--- config.mk ---
export PLATFORM = sky130hd
export DESIGN_NAME = puf_read_controller
export DESIGN_NICKNAME = d
export VERILOG_FILES = /design/src/rtl/puf_pkg.sv /design/src/rtl/puf_vote_acc.sv /design/src/rtl/puf_read_controller.sv
export SDC_FILE = /design/constraint.sdc
export NUM_CORES = 1
export LEC_CHECK = 0
export CAP_MARGIN = 20
export CORE_AREA = 2 2 69 71
export CTS_CLUSTER_DIAMETER = 50
export DETAILED_ROUTE_END_ITERATION = 6
export DIE_AREA = 0 0 71 73
export PLACE_DENSITY = 0.77
export SKIP_LAST_GASP = 1
export SLEW_MARGIN = 0
export SYNTH_ARGS = -nofsm -noshare
export SYNTH_HDL_FRONTEND = slang
export SYNTH_SLANG_ARGS = --single-unit
--- constraint.sdc ---
create_clock -name clk -period 2.3 [get_ports clk]
set_input_delay 0.46 -clock clk [delete_from_list [all_inputs] [get_ports clk]]
set_output_delay 0.46 -clock clk [all_outputs]
set_load 0.02 [all_outputs]
--- src/rtl/puf_pkg.sv ---
// Shared types and defaults for the PUF read sequencer and its vote accumulator.
package puf_pkg;

  typedef enum logic [2:0] {
    IDLE, RST, EXCITE, HOLD, CAPTURE, OUTPUT, FINISH
  } puf_state_t;

  localparam int ADDR_BITS_D     = 4;
  localparam int OUT_BITS_D      = 8;
  localparam int EVALS_D         = 5;
  localparam int RST_CYCLES_D    = 2;
  localparam int SETTLE_CYCLES_D = 8;

  // Wide enough to hold the value EVALS, so a one-counter never overflows.
  function automatic int cnt_w(input int evals);
    return $clog2(evals + 1);
  endfunction

endpackage

--- src/rtl/puf_vote_acc.sv ---
// Per-bit one-counters with majority vote and disagreement flags.
// Disagreement flags exist only when PUF_CTRL_UNSTABLE_MASK_EN is defined.
module puf_vote_acc
  import puf_pkg::*;
#(
  parameter int OUT_BITS = OUT_BITS_D,
  parameter int EVALS    = EVALS_D
)(
  input  logic                clk,
  input  logic                reset,
  input  logic                i_clr,
  input  logic                i_acc,
  input  logic [OUT_BITS-1:0] i_bits,
  output logic [OUT_BITS-1:0] o_major,
  output logic [OUT_BITS-1:0] o_unstable
);
  localparam int CW = cnt_w(EVALS);

  logic [OUT_BITS-1:0][CW-1:0] r_ones;

  always_ff @(posedge clk) begin
    if (reset || i_clr) begin
      r_ones <= '0;
    end else if (i_acc) begin
      for (int i = 0; i < OUT_BITS; i++)
        r_ones[i] <= r_ones[i] + CW'(i_bits[i]);
    end
  end

  for (genvar g = 0; g < OUT_BITS; g++) begin : g_bit
    assign o_major[g] = (r_ones[g] > CW'(EVALS / 2));
`ifdef PUF_CTRL_UNSTABLE_MASK_EN
    assign o_unstable[g] = (r_ones[g] != '0) && (r_ones[g] != CW'(EVALS));
`else
    assign o_unstable[g] = 1'b0;
`endif
  end

endmodule

--- src/rtl/puf_read_controller.sv ---
// Sweeps every PUF address, majority-votes EVALS evaluations per word and streams words out.
// Optional per-bit disagreement flags: define PUF_CTRL_UNSTABLE_MASK_EN.
module puf_read_controller
  import puf_pkg::*;
#(
  parameter int ADDR_BITS     = ADDR_BITS_D,
  parameter int OUT_BITS      = OUT_BITS_D,
  parameter int EVALS         = EVALS_D,
  parameter int RST_CYCLES    = RST_CYCLES_D,
  parameter int SETTLE_CYCLES = SETTLE_CYCLES_D
)(
  input  logic                 clk,
  input  logic                 reset,
  input  logic                 req,
  output logic                 busy,
  output logic                 puf_reset,
  output logic                 puf_start,
  output logic [ADDR_BITS-1:0] puf_addr,
  input  logic [OUT_BITS-1:0]  puf_data,
  output logic                 word_valid,
  input  logic                 word_ready,
  output logic [ADDR_BITS-1:0] word_addr,
  output logic [OUT_BITS-1:0]  word_data,
  output logic [OUT_BITS-1:0]  word_unstable,
  output logic                 done
);
  localparam int TMAX = (RST_CYCLES > SETTLE_CYCLES) ? RST_CYCLES : SETTLE_CYCLES;
  localparam int TW   = $clog2(TMAX + 1);
  localparam int EW   = cnt_w(EVALS);

  puf_state_t           r_state, w_nxt;
  logic [TW-1:0]        r_tmr;
  logic [EW-1:0]        r_eval;
  logic [ADDR_BITS-1:0] r_addr;
  logic                 w_hs, w_start, w_last_eval;

  assign w_hs        = (r_state == OUTPUT) && word_ready;
  assign w_start     = (r_state == IDLE) && req;
  assign w_last_eval = (r_eval == EW'(EVALS - 1));
  assign puf_addr    = r_addr;

  always_comb begin
    w_nxt = r_state;
    case (r_state)
      IDLE:    if (req) w_nxt = RST;
      RST:     if (r_tmr == TW'(RST_CYCLES - 1)) w_nxt = EXCITE;
      EXCITE:  if (r_tmr == TW'(SETTLE_CYCLES - 1)) w_nxt = HOLD;
      HOLD:    w_nxt = CAPTURE;
      CAPTURE: w_nxt = w_last_eval ? OUTPUT : RST;
      OUTPUT:  if (word_ready) w_nxt = (&r_addr) ? FINISH : RST;
      FINISH:  w_nxt = IDLE;
      default: w_nxt = IDLE;
    endcase
  end

  // Outputs are registered from the next state so they line up with the state they describe.
  always_ff @(posedge clk) begin
    if (reset) begin
      r_state    <= IDLE;
      r_tmr      <= '0;
      r_eval     <= '0;
      r_addr     <= '0;
      busy       <= 1'b0;
      puf_reset  <= 1'b1;
      puf_start  <= 1'b0;
      word_valid <= 1'b0;
      word_addr  <= '0;
      done       <= 1'b0;
    end else begin
      r_state <= w_nxt;
      r_tmr   <= (w_nxt != r_state) ? '0 : r_tmr + TW'(1);
      if (w_start || w_hs)
        r_eval <= '0;
      else if (r_state == CAPTURE && !w_last_eval)
        r_eval <= r_eval + EW'(1);
      if (w_start)
        r_addr <= '0;
      else if (w_hs && !(&r_addr))
        r_addr <= r_addr + ADDR_BITS'(1);
      if (w_nxt == OUTPUT && r_state != OUTPUT)
        word_addr <= r_addr;
      busy       <= (w_nxt != IDLE);
      puf_reset  <= (w_nxt == IDLE) || (w_nxt == RST);
      puf_start  <= (w_nxt == EXCITE);
      word_valid <= (w_nxt == OUTPUT);
      done       <= (w_nxt == FINISH);
    end
  end

  puf_vote_acc #(.OUT_BITS(OUT_BITS), .EVALS(EVALS)) u_vote (
    .clk        (clk),
    .reset      (reset),
    .i_clr      (w_start || w_hs),
    .i_acc      (r_state == CAPTURE),
    .i_bits     (puf_data),
    .o_major    (word_data),
    .o_unstable (word_unstable)
  );

endmodule

After elaboration in Yosys (flattened, before gate mapping)
Index checks and enable logic that the tools add are counted.

Reduce and logical (&&, ||, !) cells: 17. Div/mod/pow operators: 0. Multiplexer cells: 7. Equality and inequality tests: 14. Multiply operators: 0. Bitwise logic cells: 0. $add $sub $neg: 11. Shifts and indexed selects: 0. Order comparisons: 8.

Operators with widths (count): $add A3 B1 Y3 (8); $gt A3 B2 Y1 const B (8); $mux W3 (6); $pmux W3 S6 (1); $eq A3 B3 Y1 const B (5); $eq A3 B2 Y1 const B (3); $add A4 B1 Y4 const B (2); $eq A3 B1 Y1 const B (2); $logic_not A3 Y1 (2); $reduce_or A2 Y1 (3); $logic_and A1 B1 Y1 (5); $eq A4 B1 Y1 const B (1); $eq A4 B3 Y1 const B (1); $reduce_and A4 Y1 (1); $add A3 B1 Y3 const B (1); $logic_or A1 B1 Y1 (3); $ne A3 B3 Y1 (1); $ne A3 B3 Y1 const B (1); $reduce_bool A3 Y1 (1); $logic_not A1 Y1 (2).

Memories kept: 0. Bits in latches: 0. Register bits: 47. RAM bits: 0. Bits in read-only memories: 0.

Logic depth before layout (Yosys ltp)
Gate-level depths: netlist of the first run.

Depth after elaboration: 6. Depth in mapped cells: 6. Gate-level depth less buffers: 6.

Cells and area by module
Synthesis of the first run repeated with hierarchy kept, for this count alone.

Cells, all modules: 244. Area total of the unflattened synthesis: 2503.7 um2.

Modules (own cells, without submodules): puf_vote_acc (times used 1, area an instance 1301.2 um2, cells an instance 121); puf_read_controller (times used 1, area an instance 1202.4 um2, cells an instance 123).

Worst setup path before layout of the first run
Ideal clock, no wire load.

Path kind: flip-flop to flip-flop. From: register r_addr[0], in the netlist puf_addr[0]. To: register r_tmr[2]. Stages on the path, launching flop included: 7. Buffers on the path: 1. Required time: 2.227 ns. Clock period less this slack: 1.864 ns. Arrival: 1.791 ns. Path slack: 0.436 ns. Path through: dfxtp_1 -> ha_1 -> and3_4 -> buf_6 -> a311o_1 -> a221o_1 -> nor3_2.

Longest elaborated chain between the ends: 6.

RTL lines: from (decl) (RTL line puf_read_controller.sv:34) `logic [ADDR_BITS-1:0] r_addr;`; from (signal assigned) (RTL line puf_read_controller.sv:79) `r_addr <= r_addr + ADDR_BITS'(1);`; $reduce_and A4 Y1 (RTL line puf_read_controller.sv:50) `OUTPUT: if (word_ready) w_nxt = (&r_addr) ? FINISH : RST;`; $mux W3 (2 in series) (RTL line puf_read_controller.sv:50); $pmux W3 S6 (RTL line puf_read_controller.sv:44) `case (r_state)`; $ne A3 B3 Y1 (RTL line puf_read_controller.sv:71) `r_tmr <= (w_nxt != r_state) ? '0 : r_tmr + TW'(1);`; $reduce_or A2 Y1 (no source line); to (signal assigned) (RTL line puf_read_controller.sv:71); to (decl) (RTL line puf_read_controller.sv:32) `logic [TW-1:0] r_tmr;`.

No other way between the ends. A chain may end at the register's enable or synchronous reset.

Worst setup path in the final report of the first run
From: register r_addr[2], in the netlist puf_addr[2]. To: output port puf_addr[2].

RTL lines: to (decl) (RTL line puf_read_controller.sv:18) `output logic [ADDR_BITS-1:0] puf_addr,`.

No word-level cell between the ends.

==> summary.md, run 1 <==
| Metric | Value |
|---|---|
| Outcome | complete, no violations |
| Drt drc | 0 |
| Clk slew on worst S/H paths | roughly 0.080 ns |
| Root Driver | clkbuf_8 |
| CP Max Fanout | 7 |
| Initial Utilization | 0.492 |
| CP Class | register to output pin |
| Unrepaired setup endpoints after global routing | false |
| Port Buf Inserts | 32 |
| EDFF count, synth | 0 |
| Most frequent cells in the layout | nand2_1, dfxtp_1, clkdlybuf4s50_1 |
| Seq/Total Area, Yosys | 0.422 |
| Final Hold Vio Count | 0 |
| Internal reg-to-reg setup slack | approximately 0.48 ns |
| Final Total Pwr | around 1.6 mW |
| Crit path cell chain | clkdlybuf4s50_1 |
| Async set-reset flop share out of synthesis | 0 |
| CP delay by family, top | buffers and inverters |
| Yosys warnings | 0 |
| Post-DP HPWL | about 2800 um |
| CP arrival | 1.39 ns |
| Remaining Overflow, GRT | 0 |
| Min-delay src | u_vote.r_ones[10] |
| Setup WS pre-CTS | just over 0.3 ns |
| CP required | 1.84 ns |
| I/O Pins | slightly above 40 |
| Post-CTS setup buffers | 0 |
| Net count, final | 319 |
| Fin crit share | 0.806 |
| Post-Synthesis Cells | 254 |
| DR vias | ~1700 |
| Worst Max-Slew Pin Slew | 0.535 ns |
| Chip Height | 73 um |
| Setup TNS | 0 ns |
| CP bufs+invs | 1 |
| CTS tree | yes |
| CTS buffer count | 5 |
| Cts repair resizes | 0 |
| Most common cell after layout, fill and taps aside | nand2_1 |
| Metal3 WL | around 160 um |
| Leakage | about 1.1 nW |
| # diodes | 0 |
| Layout cells sized above 1 | 0.0524 |
| Worst R2R Path Depth | 5 |
| Slew HR | 0.638 |
| CTS sink count | 47 |
| Core area | about 4500 sq um |
| Reg2reg end | r_tmr[0] |
| WL met2 | 1910 um |
| Drt wl/cell | 11.5 um |
| Post-Synthesis Cell Area | 2230 sq um |
| Worst setup margin | ~0.45 ns |
| Hold path cells | 2 |
| Max IR drop VDD | ~0.43 mV |
| Peak Freq | around 540 MHz |
| Slew Limit Fails | 0 |
| Initial antenna violation count | 0 |
| Initial DRC count | 92 |
| Setup crit start kind | register |
| CP endpoint kind | output pin |
| Pwr/cell area | 582 nW/um^2 |
| Top routing layer used | met4 |
| Yosys cell types | between 40 and 50 |
| First-pass GRT wire length | 6780 um |
| Area growth syn-to-layout | 20.4% |
| Hold Path End | u_vote.r_ones[10] |
| Wire length on met1 | 1810 um |
| Syn avg cell area | 8.79 sq um |
| Worst path max stage delay | about 0.66 ns |
| FF-to-FF Start | r_tmr[0] |
| Clock Path Buffers | 2 |
| Vias in the first global route | 1612 |
| GRT Total Usage | 0.164 |
| Vias/cell | roughly 5 |
| Final ANT Viol Nets | 0 |
| Die area | roughly 5200 sq um |
| Final wirelength | 3920 um |
| Dominant synthesized flop cell | dfxtp_1 |
| Site Rows | 25 |
| Clock Skew | ~0.0032 ns |
| Final setup viols | 0 |
| Minimum clock period | 1.85 ns |
| # Max-Cap Violations | 0 |
| Hold Buf Count CTS | 0 |
| GP Congestion | slightly above 0.8 |
| Worst min-delay path category | register to register |
| Die X | approximately 71 um |
| H-tree Lvls | 2 |
| Slowest CP cell | clkdlybuf4s50_1 |
| Largest net degree at the start of global routing | 29 |
| First-pass DRT Iterations | 4 |
| Skew-Pair Late Insertion Delay | around 0.29 ns |
| Number of synthesized register bits | between 40 and 50 |
## state kept, by name, summed over array words and instances, names as in the netlist, 3 cells and up
register       flops
u_vote.r_ones     24
r_tmr              4
word_addr          4
puf_addr           4
r_eval             3
r_state            3
## area by class of cell
class	instances	area, sq um
fillers	418	1850
multi-input cells	189	1180
flip-flops and latches	47	941
repair buffers	38	378
clock buffers	6	72.6
well taps	54	67.6
clock inverters	1	30.0
inverters	5	18.8
## tightest hold or removal path: cells and delay by family (launching register included)
family | cells | cell delay (ns)
flops | 1 | 0.33
compound gates | 1 | 0.05
simple gates | 1 | 0.06
## synthesized netlist by cell type (all sizes together) (2+ instances only)
| library cell | number | area share |
|---|---|---|
| nor4b | 2 | 0.0078 |
| a21oi | 25 | 0.056 |
| ha | 21 | 0.12 |
| a21o | 9 | 0.030 |
| nand3 | 4 | 0.0090 |
| a31oi | 3 | 0.0084 |
| o21ai | 5 | 0.011 |
| xnor2 | 4 | 0.016 |
| buf | 16 | 0.047 |
| inv | 5 | 0.0084 |
| dfxtp | 47 | 0.42 |
| nand2b | 3 | 0.0084 |
| xor2 | 9 | 0.035 |
| nor3 | 9 | 0.022 |
| clkbuf | 4 | 0.0067 |
| a311o | 2 | 0.0090 |
| nand2 | 49 | 0.082 |
| nor2 | 18 | 0.030 |
## cells by family after synthesis
group,Yosys count,share of synthesized area
adders and majority gates,21,0.118
and+or+nand+nor,96,0.203
DFF,47,0.422
AOI/OAI and AO/OA,50,0.138
muxes,1,0.00448
other,1,0.00168
buffers and inverters,25,0.0617
xor gates and xnor gates,13,0.0510
## per-stage QoR
| stage | hold WS (ns) | utilization | std cells | instance area, sq um |
|---|---|---|---|---|
| CTS | 0.482 | 0.593 | 340 | 2690 |
| finish | 0.477 | 0.593 | 340 | 2690 |
| global route | 0.503 | 0.593 | 340 | 2690 |
| floorplan | 0.453 | - | 261 | 2260 |
| detailed placement | 0.470 | 0.570 | 333 | 2580 |
| global placement | 0.462 | 0.570 | 333 | 2580 |
## worst max path at each step
| stage | start | end | slack [ns] | cells past startpoint |
|---|---|---|---|---|
| 2_1_floorplan | puf_addr[0] | r_tmr[2] | 0.44 | 6 |
| 3_3_place_gp | req | r_eval[2] | 0.38 | 6 |
| 3_5_place_dp | req | r_eval[2] | 0.31 | 6 |
| 4_1_cts | puf_addr[2] | puf_addr[2] | 0.42 | 1 |
| 5_1_grt | r_tmr[0] | r_tmr[0] | 0.24 | 5 |
| 6_report | puf_addr[2] | puf_addr[2] | 0.45 | 1 |
## layer usage
layer	track usage	vias up
met5	0	-
met4	0.0503	0
met3	0.0497	7
met2	0.292	34
met1	0.191	791
li1	-	915
## power by group
| group | switching [mW] | internal, mW |
|---|---|---|
| clock network | 0.250 | 0.318 |
| logic | 0.0828 | 0.0685 |
| registers | 0.0170 | 0.827 |
(Power assumes the default switching activity.)
==> inputs of run 2 (changes only) <==
Clock period 2.3 ns to 1.79 ns, I/O delays scaled along.
==> summary.md, run 2 (same netlist as run 1, synthesis figures left out) <==
| Metric | Value |
|---|---|
| Outcome | complete, no violations |
| Layout cells sized above 1 | 0.107 |
| Drt drc | 0 |
| CTS tree | yes |
| Net Sw Frac | 0.255 |
| Post-CTS setup buffers | 0 |
| I/O Pins | about 40 |
| Unrepaired setup endpoints after global routing | true |
| H-tree Lvls | 2 |
| Site Rows | 25 |
| Hold path cells | 2 |
| Final Total Pwr | between 1.5 and 2 mW |
| Net count, final | 330 |
| Largest net degree at the start of global routing | 28 |
| GRT Total Usage | 0.171 |
| Fin crit share | 0.975 |
| Min-delay src | u_vote.r_ones[0] |
| Final wirelength | ~4100 um |
| Peak Freq | between 500 and 600 MHz |
| CTS buffer count | 5 |
| Most common cell after layout, fill and taps aside | nand2_1 |
| CTS sink count | 47 |
| Final Hold Vio Count | 0 |
| DR vias | roughly 1800 |
| Chip Height | roughly 73 um |
| Clock share of power | 0.326 |
| Worst setup margin | approximately 0.045 ns |
| CP arrival | 1.39 ns |
| Initial antenna violation count | 0 |
| Internal power | 1.44 mW |
| Max IR drop VDD | ~0.33 mV |
| Sequential share of power | 0.557 |
| Worst min-delay path category | register to register |
| Internal reg-to-reg setup slack | roughly 0.09 ns |
| Setup WS pre-CTS | -0.0782 ns |
| Max reg flops | 24 |
| Vias in the first global route | ~1600 |
| Drt wl/cell | 11.6 um |
| Final setup viols | 0 |
| Biggest register | u_vote.r_ones |
| First-pass GRT wire length | 7070 um |
| Placed cells | around 340 |
| FF-to-FF Start | puf_addr[0] |
| Most frequent cells in the layout | nand2_1, dfxtp_1, clkdlybuf4s50_1 |
| # Max-Cap Violations | 0 |
| Initial DRC count | 78 |
| Minimum clock period | roughly 1.7 ns |
| First-pass DRT Iterations | 4 |
| Setup crit start kind | register |
| Clk slew on worst S/H paths | about 0.090 ns |
| Worst R2R Path Depth | 5 |
| Root Driver | clkbuf_8 |
| Final ANT Viol Nets | 0 |
| Port Buf Inserts | 32 |
| Pwr/cell area | between 600 and 700 nW/um^2 |
| Remaining Overflow, GRT | 0 |
| Skew-Pair Late Insertion Delay | about 0.30 ns |
| Core area | about 4500 sq um |
| Post-DP HPWL | 2990 um |
| Non-filler instance count after layout | about 350 |
| Initial Utilization | 0.492 |
| # diodes | 0 |
| Leakage | 1.21 nW |
| Critical Path Source | u_vote.r_ones[13] |
| Die X | between 70 and 80 um |
| Clock Skew | about 0.013 ns |
| Area growth syn-to-layout | 23.9% |
| Vias/cell | 5.16 |
| CP endpoint kind | output pin |
| GP Congestion | between 0.8 and 0.9 |
| Psw | around 0.49 mW |
| Slew Limit Fails | 0 |
| Logic gate share of total power | 0.116 |
| Die area | 5180 sq um |
| CP Class | register to output pin |
| CP required | 1.43 ns |
| Clock Path Buffers | 2 |
| CP Max Fanout | 3 |
| Setup TNS | 0 ns |
[run 2: stage by stage]
stage	hold WS (ns)	util	cell area, sq um
finish	0.481	0.610	2770
global placement	0.461	0.586	2660
detailed placement	0.470	0.586	2660
CTS	0.484	0.605	2740
global route	0.505	0.610	2770
floorplan	0.437	-	2260
[run 2: critical path, stage by stage, from the launching register on]
cell	delay (ns)
dfxtp_1	0.37
a21o_1	0.12
clkdlybuf4s50_1	0.59
[run 2: cell type report]
type / instances / area (sq um)
fill: 409 / 1770
multi-input combinational: 189 / 1190
sequential: 47 / 943
timing repair buffer: 49 / 455
clock buffer: 5 / 68.8
tap: 54 / 67.6
clock inverter: 3 / 20.0
inverter: 5 / 18.8
[run 2: repair_timing]
item | in CTS | in global routing
setup endpoints to repair | 2 | 13
hold buffers | 0 | 0
gates resized for setup | 2 | 6
[run 2: final timing paths]
check | endpoint
max | word_data[4]
min | u_vote.r_ones[0]
max reg2reg | r_tmr[2]
min reg2reg | u_vote.r_ones[0]
[run 2: power groups by stage]
stage / sequential [mW] / combinational, mW / clock, mW
after floorplan: 1.10 / 0.139 / 0
after global placement: 1.10 / 0.219 / 0
after detailed placement: 1.10 / 0.221 / 0
after CTS: 1.08 / 0.222 / 0.646
after global routing: 1.08 / 0.246 / 0.688
final: 1.08 / 0.225 / 0.631
[run 2: per-layer routing]
| layer | track usage | part of all wire | vias up |
|---|---|---|---|
| met5 | 0 | 0 | - |
| met4 | 0.0692 | 0.012 | 0 |
| met3 | 0.0318 | 0.049 | 5 |
| met2 | 0.289 | 0.48 | 37 |
| met1 | 0.215 | 0.46 | 836 |
| li1 | - | - | 940 |
==> patch, RTL diff (flow settings as in run 1) <==
Build with the macro `PUF_CTRL_UNSTABLE_MASK_EN` defined.
--- a/src/rtl/puf_vote_acc.sv
+++ b/src/rtl/puf_vote_acc.sv
@@ -1,4 +1,6 @@
 // Per-bit one-counters with majority vote and disagreement flags.
 // Disagreement flags exist only when PUF_CTRL_UNSTABLE_MASK_EN is defined.
+`define PUF_CTRL_UNSTABLE_MASK_EN
+
 module puf_vote_acc
   import puf_pkg::*;
Function: same outputs for any inputs over 10 cycles, from zero or initial values and one cycle with reset high; that may be too few to reach the edited logic, so the function may still have changed.
==> patch against run 1 <==
Cell area up 8.6%; non-clock buffer count up 6; worst setup slack worse by 0.078 ns; highest routed layer unchanged; area after synthesis grew 6.8%; wire length rose by 4.9%; sequential cell count unchanged; total power is 1.1% higher; sequential share of layout area is 2.8 points lower; largest cell class unchanged.
==> patch: results (changes against run 1) <==
clock network power share -> 37.9% (+1.6 points)
register area share after synthesis -> 39.5% (-2.7 points)
outcome -> complete, no violations
routed wl met2 -> 2000 µm (+4.9%)
met2 GRT Util -> 31.2% (+2.0 points)
Vias/cell -> 5.20 (+1.2%)
final layout net count -> 337 (+5.6%)
post-synth cell types -> 42 (+2.4%)
placed cells -> 351 (+5.4%)
CP startpoint -> u_vote.r_ones[12]
met1 usage -> 19.0% (-0.049 points)
Setup WS pre-CTS -> 0.409 ns (+0.0995 ns)
worst-path maximum fanout -> 4 (-3)
non-filler cells, final -> 359 (+5.6%)
WL met3 -> 151 µm (-7.4%)
largest cells by area after synthesis -> dfxtp_1 (39%), ha_1 (11%), nand2_1 (8.0%)
Placer Congestion -> 0.838 (+3.5%)
met3 usage -> 4.42% (-0.55 points)
Logic power comb -> 0.137 mW (-9%)
HP Start -> word_addr[0]
top post-synthesis cells by count -> nand2_1 (51), dfxtp_1 (47), ha_1 (21), nor2_1 (17), a21oi_1 (16)
sw power -> 0.364 mW (+4.0%)
WL/cell -> 11.5 µm (-0.61%)
skew final -> 0.00810 ns (+0.00491 ns)
Max VDD drop -> 0.498 mV (+16%)
PwrDens -> 542 mW/mm² (-6.9%)
## patch: cell families after synthesis
| logic type | count (synthesis) | share of synthesized area [%] |
|---|---|---|
| adders and majority gates | 21 | 11.0 |
| and+or+nand+nor | 108 | 22.6 |
| AOI/OAI and AO/OA | 49 | 14.2 |
| buffers and inverters | 17 | 4.67 |
| DFF | 47 | 39.5 |
| xor gates and xnor gates | 22 | 8.08 |
## patch: path summary, 6_finish.rpt
check,to,slack (ns)
worst max-delay path,word_unstable[4],0.37
worst min-delay path,word_addr[0],0.48
worst max register to register,puf_start,0.61
worst min register to register,word_addr[0],0.48
## patch: layout make-up
type,count,area (µm²)
well taps,54,67.6
clock inverters,3,43.8
clock buffers,5,68.8
flip-flops and latches,47,941
multi-input cells,200,1330
fillers,395,1620
repair buffers,44,443
inverters,6,22.5
## patch: critical path, stage by stage, from the launching register on
cell	delay, ns
dfxtp_1	0.40
xnor2_1	0.10
nand2b_1	0.08
clkdlybuf4s50_1	0.59
